### src/rtl/rpn_stack_sequencer.sv
// RPN stack controller: accepts one command at a time, sequences the single-port
// stack RAM, and keeps a top-of-stack mirror and depth count for the display.
module rpn_stack_sequencer #(
  parameter int DATA_W = 8,
  parameter int ADDR_W = 5
) (
  input  logic              CLOCK_50,
  input  logic              reset_n,
  input  logic              cmd_valid,
  output logic              cmd_ready,
  input  logic [2:0]        cmd_op,
  input  logic [DATA_W-1:0] cmd_data,
  output logic              done,
  output logic [1:0]        err,
  output logic [DATA_W-1:0] tos,
  output logic [ADDR_W:0]   depth,
  output logic [ADDR_W-1:0] mem_addr,
  output logic              mem_we,
  output logic [DATA_W-1:0] mem_wdata,
  input  logic [DATA_W-1:0] mem_rdata
);

  localparam int DEPTH = 2 ** ADDR_W;
  localparam logic [ADDR_W:0] FULL = DEPTH[ADDR_W:0];

  localparam logic [2:0] OP_PUSH  = 3'd0;
  localparam logic [2:0] OP_POP   = 3'd1;
  localparam logic [2:0] OP_ADD   = 3'd2;
  localparam logic [2:0] OP_SUB   = 3'd3;
  localparam logic [2:0] OP_MUL   = 3'd4;
  localparam logic [2:0] OP_DUP   = 3'd5;
  localparam logic [2:0] OP_CLEAR = 3'd6;

  localparam logic [1:0] ERR_OK    = 2'b00;
  localparam logic [1:0] ERR_UNDER = 2'b01;
  localparam logic [1:0] ERR_OVER  = 2'b10;
  localparam logic [1:0] ERR_ILL   = 2'b11;

  typedef enum logic [2:0] {
    S_IDLE  = 3'd0,
    S_WRITE = 3'd1,
    S_READ  = 3'd2,
    S_EXEC  = 3'd3,
    S_DONE  = 3'd4
  } state_t;

  state_t            state_reg, state_next;
  logic [2:0]        op_reg, op_next;
  logic [DATA_W-1:0] data_reg, data_next;
  logic [DATA_W-1:0] tos_reg, tos_next;
  logic [ADDR_W:0]   depth_reg, depth_next;
  logic [1:0]        err_reg, err_next;

  logic [ADDR_W-1:0] addr_top;
  logic [ADDR_W-1:0] addr_below;
  logic [ADDR_W:0]   depth_dec;
  logic [DATA_W-1:0] sum, diff, prod, arith;

  always_ff @(posedge CLOCK_50 or negedge reset_n) begin
    if (!reset_n) begin
      state_reg <= S_IDLE;
      op_reg    <= '0;
      data_reg  <= '0;
      tos_reg   <= '0;
      depth_reg <= '0;
      err_reg   <= ERR_OK;
    end else begin
      state_reg <= state_next;
      op_reg    <= op_next;
      data_reg  <= data_next;
      tos_reg   <= tos_next;
      depth_reg <= depth_next;
      err_reg   <= err_next;
    end
  end

  // Next free slot is depth; the second-from-top entry (operand a / new top after POP) is depth-2.
  assign addr_top   = depth_reg[ADDR_W-1:0];
  assign addr_below = depth_reg[ADDR_W-1:0] - ADDR_W'(2);
  assign depth_dec  = depth_reg - (ADDR_W+1)'(1);

  // a comes from RAM (mem[depth-2]), b is the TOS mirror; results wrap modulo 2**DATA_W.
  assign sum  = mem_rdata + tos_reg;
  assign diff = mem_rdata - tos_reg;
  assign prod = mem_rdata * tos_reg;

  always_comb begin
    arith = sum;
    case (op_reg)
      OP_SUB:  arith = diff;
      OP_MUL:  arith = prod;
      default: arith = sum;
    endcase
  end

  always_comb begin
    state_next = state_reg;
    op_next    = op_reg;
    data_next  = data_reg;
    tos_next   = tos_reg;
    depth_next = depth_reg;
    err_next   = err_reg;
    mem_addr   = '0;
    mem_we     = 1'b0;
    mem_wdata  = '0;

    case (state_reg)
      S_IDLE: begin
        if (cmd_valid) begin
          op_next   = cmd_op;
          data_next = cmd_data;
          case (cmd_op)
            OP_PUSH, OP_DUP: begin
              if (depth_reg == FULL) begin
                err_next   = ERR_OVER;
                state_next = S_DONE;
              end else if (cmd_op == OP_DUP && depth_reg == '0) begin
                err_next   = ERR_UNDER;
                state_next = S_DONE;
              end else begin
                state_next = S_WRITE;
              end
            end
            OP_POP: begin
              if (depth_reg == '0) begin
                err_next   = ERR_UNDER;
                state_next = S_DONE;
              end else if (depth_reg == (ADDR_W+1)'(1)) begin
                // Last entry leaves: nothing below it to fetch.
                depth_next = '0;
                tos_next   = '0;
                err_next   = ERR_OK;
                state_next = S_DONE;
              end else begin
                state_next = S_READ;
              end
            end
            OP_ADD, OP_SUB, OP_MUL: begin
              if (depth_reg < (ADDR_W+1)'(2)) begin
                err_next   = ERR_UNDER;
                state_next = S_DONE;
              end else begin
                state_next = S_READ;
              end
            end
            OP_CLEAR: begin
              depth_next = '0;
              tos_next   = '0;
              err_next   = ERR_OK;
              state_next = S_DONE;
            end
            default: begin
              err_next   = ERR_ILL;
              state_next = S_DONE;
            end
          endcase
        end
      end

      S_WRITE: begin
        mem_addr   = addr_top;
        mem_we     = 1'b1;
        mem_wdata  = (op_reg == OP_DUP) ? tos_reg : data_reg;
        tos_next   = mem_wdata;
        depth_next = depth_reg + (ADDR_W+1)'(1);
        err_next   = ERR_OK;
        state_next = S_DONE;
      end

      S_READ: begin
        mem_addr   = addr_below;
        state_next = S_EXEC;
      end

      S_EXEC: begin
        mem_addr   = addr_below;
        depth_next = depth_dec;
        err_next   = ERR_OK;
        state_next = S_DONE;
        if (op_reg == OP_POP) begin
          tos_next = mem_rdata;
        end else begin
          mem_we    = 1'b1;
          mem_wdata = arith;
          tos_next  = arith;
        end
      end

      S_DONE: begin
        state_next = S_IDLE;
      end

      default: begin
        state_next = S_IDLE;
      end
    endcase
  end

  assign cmd_ready = (state_reg == S_IDLE);
  assign done      = (state_reg == S_DONE);
  assign err       = err_reg;
  assign tos       = tos_reg;
  assign depth     = depth_reg;

endmodule

### config.mk
export PLATFORM = sky130hd
export DESIGN_NAME = rpn_stack_sequencer
export DESIGN_NICKNAME = d
export VERILOG_FILES = /design/src/rtl/rpn_stack_sequencer.sv
export SDC_FILE = /design/constraint.sdc
export NUM_CORES = 1
export LEC_CHECK = 0
export CORE_UTILIZATION = 45
export DETAILED_ROUTE_END_ITERATION = 10
export PLACE_DENSITY = 0.69
export SYNTH_ARGS = -nofsm -noshare
export SYNTH_HDL_FRONTEND = slang
export SYNTH_SLANG_ARGS = --single-unit
### constraint.sdc
create_clock -name CLOCK_50 -period 8 [get_ports CLOCK_50]
set_clock_uncertainty 0.1 [all_clocks]
set_input_delay 1.6 -clock CLOCK_50 [delete_from_list [all_inputs] [get_ports CLOCK_50]]
set_output_delay 1.6 -clock CLOCK_50 [all_outputs]
set_load 0.02 [all_outputs]
==> results of run 1 <==
-- kinds of logic after synthesis --
kind of cell	synth area share [%]
AO/OA/AOI/OAI	15.4
XOR/XNOR	8.40
adder cells (fa/ha/maj)	20.1
buffers and inverters	6.39
flip-flops	22.8
multiplexers	2.43
AND/OR/NAND/NOR	24.5
-- cells in the final DEF (no fill, tap or decap), drive strengths merged, types with 6 or more instances in the layout --
cell / count
a21oi: 20
a221o: 7
a31oi: 9
and2: 26
buf: 6
clkbuf: 7
clkdlybuf4s50: 52
dfrtp: 30
fa: 13
ha: 32
inv: 34
mux2i: 8
nand2: 59
nand2b: 7
nor2: 29
nor3: 15
o21ai: 15
o22ai: 6
xnor2: 16
xor2: 7
-- worst paths after layout --
kind | to
setup / recovery | mem_wdata[7]
hold / removal | data_reg[5]
setup reg to reg | tos[7]
hold reg to reg | data_reg[5]
max in group asynchronous | tos[0]
min in group asynchronous | state_reg[1]
-- routing by layer --
layer / up-vias / part of all wire [%] / track usage [%]
li1: 1458 / - / -
met4: 0 / 0.87 / 3.73
met5: - / 0 / 0
met2: 105 / 43 / 36.9
met3: 11 / 6.0 / 4.55
met1: 1365 / 50 / 36.2
-- area by class of cell --
type	instances	area, µm²	share of cell area (%)
repair buffers	59	574	14.3
flip-flops and latches	30	751	18.7
clock inverters	1	30.0	0.749
well taps	96	120	3.00
clock buffers	7	76.3	1.90
multi-input cells	317	2330	58.1
inverters	34	128	3.18
-- through the flow --
stage	setup slack, ns	hold slack, ns	total power [mW]	instance area (µm²)
finish	0.316	0.386	1.70	4010
global route	0.0652	0.431	1.87	4010
CTS	0.272	0.390	1.70	4010
detailed placement	0.0117	0.373	1.54	3900
global placement	0.101	0.361	1.53	3900
floorplan	1.23	0.345	1.21	3290
-- critical path: stages --
cell             delay (ns)
clkdlybuf4s50_1        0.49
and2_1                 0.20
fa_1                   0.42
inv_1                  0.09
fa_1                   0.40
fa_1                   0.48
fa_1                   0.44
xor2_1                 0.19
xnor3_1                0.33
xnor3_1                0.37
xnor3_1                0.22
o32a_1                 0.35
nand2_1                0.06
dlygate4sd2_1          0.33
-- report_power, final --
| part | switching, mW | leakage, nW | internal (mW) |
|---|---|---|---|
| Combinational | 0.645 | 1.40 | 0.564 |
| Clock | 0.0596 | 0.0524 | 0.0931 |
| Sequential | 0.120 | 0.385 | 0.217 |
==> impl_metrics.yaml, run 1 <==
critical_path:
  cp-start-kind: "input pin"
  reg2reg_depth: 12
  cp_max_fo: 5
  ff2ff_setup_slack_ns: 3.70
  critPathRequiredTime_ns: 6.30
  endpoint_kind: "primary output"
  setup.worst_path.start: "mem_rdata[1]"
  crit_type: "in -> out"
  r2r-start: "tos[4]"
  critPathArrivalTime_ns: 5.98
die:
  rows: 30
  die_area_mm2: 0.00766
  die_x_um: 87.5
  fp.coreArea_mm2: 0.00694
  initial_core_util_pct: 47.4
  die_y_um: 87.5
  ios: 54
sta:
  tightestPinTransition_ns: 1.29
  setup_violations: 0
  finalCritPeriodShare_pct: 96.1
  setup-tns-final_ns: 0
  fmax_ghz: 0.130
  maxSlewViolCount: 0
  hold_violations: 0
  rsz0062_at_grt: "no"
  fin_crit_ns: 7.68
  timing.slew.headroom_pct: 13.1
cts:
  cts_buffers: 5
  hold_buffers: 0
  post_cts_buffers: 0
  cts_tree: "yes"
  clockBufferDepth: 2
  path_clk_slew_ns: 0.06
  clkSinkCount: 30
  insertion_delay_ns: 0.28
  cts_resized: 1
  cts_root_buf: "clkbuf_8"
  htreeDepth: 2
synthesis:
  yosysSeqAreaShare_pct: 22.8
  synthTopCellsByArea: "dfrtp_1, ha_1, fa_1"
  yosys_warnings: 0
  yosysMostFrequentCell: "nand2_1"
  syn-cell-area_mm2: 0.00329
  synth_nets: 469
  yosys-top-cells-count: "nand2_1, inv_1, ha_1, dfrtp_1, nor2_1"
  synth.top_cell.area_share_pct: 22.8
  synth_edf_count: 0
  ys.flop_type: "dfrtp_1"
  synth.distinct_cells: 49
  synth.avg_cell_area_um2: 8.19
  synth_seq_cells: 30
  synthArstFlopShare_pct: 100
  syn_inst: 402
  yosys.area.top_type: "dfrtp_1"
layout:
  n_antenna_cell: 0
  drive_above_1_share_pct: 4.46
  finalNonFillerCells: 544
  syn_to_final_growth_pct: 21.8
  nFillCells: 658
  nNetsFinal: 514
  post-route-util_pct: 57.7
power:
  power.leakage_nw: 1.84
  ir_worst_vdd_v: 0.000208
  power_density_mw_per_mm2: 423
place:
  numPortBuffers: 53
  place_congestion: 0.906
  place_hpwl_mm: 6.39
  dp_cells: 536
routing:
  via_count: 2939
  first_pass_iters: 5
  ant_nets: 0
  wirelength_mm: 8.30
  viasPerCell: 5.40
  drc: 0
  drt-wirelength-per-cell_um: 15.3
  drt_iter0_markers: 165
global_route:
  antenna_found_initial: 0
  grt_pass1_wl_mm: 14.4
  grt_pass1_vias: 2850
  grt_max_degree: 31
  grtUsageTotal_pct: 24.2
  grt-ovfl-total: 0
job:
  maxCapViolations: 0
min_path:
  min_path_cells: 2
  hold_start: "data_reg[5]"
  worstHoldPathType: "reg -> reg"
status:
  status: "completed"
No activity file was read; power rests on OpenSTA's default activity.
==> inputs of run 2 (changes only) <==
Settings changed: CORE_UTILIZATION 45 to 55, PLACE_DENSITY 0.69 to 0.82.
==> impl_metrics.yaml, run 2 (synthesized netlist as in run 1, its figures left out) <==
layout:
  final_common_cell: "nand2_1"
  syn_to_final_growth_pct: 20.2
  drive_above_1_share_pct: 4.70
  post-route-util_pct: 70.1
  most-common-layout-cells: "nand2_1, clkdlybuf4s50_1, inv_1, ha_1, dfrtp_1"
  n_antenna_cell: 0
  nNetsFinal: 514
critical_path:
  crit_type: "in -> out"
  r2r-start: "tos[4]"
  cp_max_fo: 8
  endpoint_kind: "primary output"
  r2r_end: "tos[7]"
  slowest_stage: "clkdlybuf4s50_1"
  critical_path.top_delay_family: "adder cells"
  critPathRequiredTime_ns: 6.30
  cpPeakStageDelay_ns: 0.67
  cp-start-kind: "input pin"
  reg2reg_depth: 12
  path_buf_inv: 5
  ff2ff_setup_slack_ns: 3.62
  path_cells: "clkdlybuf4s50_1 > buf_4 > and2_1 > ha_1 > fa_1 > ha_1 > inv_1 > fa_1 > inv_1 > ha_1 > a21o_1 > a21oi_1 > xor2_1 > o32a_1 > o21ai_0 > clkdlybuf4s50_1"
  critPathArrivalTime_ns: 5.89
  cpMostUsedCell: "ha_1"
cts:
  htreeDepth: 2
  cts_root_buf: "clkbuf_8"
  path_clk_slew_ns: 0.06
  cts_resized: 0
  hold_buffers: 0
  cts_tree: "yes"
  clockBufferDepth: 2
  cts_buffers: 5
  insertion_delay_ns: 0.29
  post_cts_buffers: 0
  clkSinkCount: 30
die:
  ios: 54
  die_x_um: 79.4
  initial_core_util_pct: 58.3
  fp.coreArea_mm2: 0.00564
  die_y_um: 79.4
  rows: 27
  die_area_mm2: 0.00630
power:
  p_total_mw: 1.69
  ir_worst_vdd_v: 0.000209
  power_density_mw_per_mm2: 426
  power.leakage_nw: 1.85
sta:
  setup-tns-final_ns: 0
  hold_violations: 0
  rsz0062_at_grt: "no"
  tightestPinTransition_ns: 0.982
  holdWs_ns: 0.399
  finalCritPeriodShare_pct: 94.9
  timing.slew.headroom_pct: 34.0
  setup_violations: 0
  maxSlewViolCount: 0
  fin_crit_ns: 7.59
  fmax_ghz: 0.132
  fin_ws_ns: 0.405
min_path:
  holdPathEnd: "data_reg[3]"
  worstHoldPathType: "reg -> reg"
  hold_start: "data_reg[3]"
  min_path_cells: 2
routing:
  first_pass_iters: 5
  drt-wirelength-per-cell_um: 16.1
  via_count: 3064
  drt_iter0_markers: 269
  viasPerCell: 5.90
  drc: 0
  wirelength_mm: 8.38
  ant_nets: 0
place:
  place_congestion: 0.939
  place_hpwl_mm: 6.40
  dp_slack_ns: 0.0613
  numPortBuffers: 53
job:
  maxCapViolations: 0
global_route:
  antenna_found_initial: 1
  grtUsageTotal_pct: 28.8
  grt_max_degree: 31
  grt_pass1_vias: 2900
  grt_pass1_wl_mm: 14.0
  grt-ovfl-total: 0
status:
  status: "completed"
==> run 2: cell types whose count changed in the layout (fill, tap and decap cells not counted), sizes merged <==
cell,before,now
dlymetal6s2s,0,1
dlygate4sd2,1,0
clkbuf,7,5
clkinv,0,2
bufinv,1,0
==> run 2: area by class of cell <==
type / count / area (µm²)
inverters: 34 / 128
flip-flops and latches: 30 / 751
well taps: 72 / 90.1
repair buffers: 59 / 578
clock buffers: 5 / 68.8
fillers: 453 / 1690
multi-input cells: 317 / 2330
clock inverters: 2 / 10.0
==> run 2: worst register-to-register path, stage by stage (launching register included) <==
cell	delay [ns]
dfrtp_1	0.54
and2_1	0.26
fa_1	0.40
inv_1	0.09
fa_1	0.41
fa_1	0.48
fa_1	0.44
xor2_1	0.20
xnor3_1	0.34
xnor3_1	0.38
xnor3_1	0.23
o32a_1	0.35
nand3_1	0.07
==> run 2: where the power goes <==
| part | switching (mW) | total [mW] | internal [mW] |
|---|---|---|---|
| clock | 0.0571 | 0.115 | 0.0582 |
| sequential | 0.123 | 0.340 | 0.217 |
| combinational | 0.661 | 1.23 | 0.569 |
==> run 2: per-layer routing <==
metal  GRT usage [%]  up-vias  wire length [µm]
met3            4.94       22               513
met5               0        -                12
met1            41.0     1451              3810
met2            45.5      128              3890
li1                -     1461                 -
met4            6.91        2               153
==> run 2: how the worst max path moves through the flow <==
| stage | start | endpoint | cells past startpoint |
|---|---|---|---|
| after floorplan | mem_rdata[1] | mem_wdata[7] | 12 |
| after global placement | mem_rdata[2] | mem_wdata[7] | 15 |
| after detailed placement | mem_rdata[2] | mem_wdata[7] | 15 |
| after CTS | mem_rdata[2] | mem_wdata[7] | 15 |
| after global routing | mem_rdata[2] | mem_wdata[7] | 15 |
| final | mem_rdata[1] | mem_wdata[6] | 16 |
==> run 2: through the flow <==
stage          instance area [µm²]  instances
6_report                      3960        519
5_1_grt                       3960        519
4_1_cts                       3950        519
3_5_place_dp                  3870        512
3_3_place_gp                  3870        512
2_1_floorplan                 3290        402
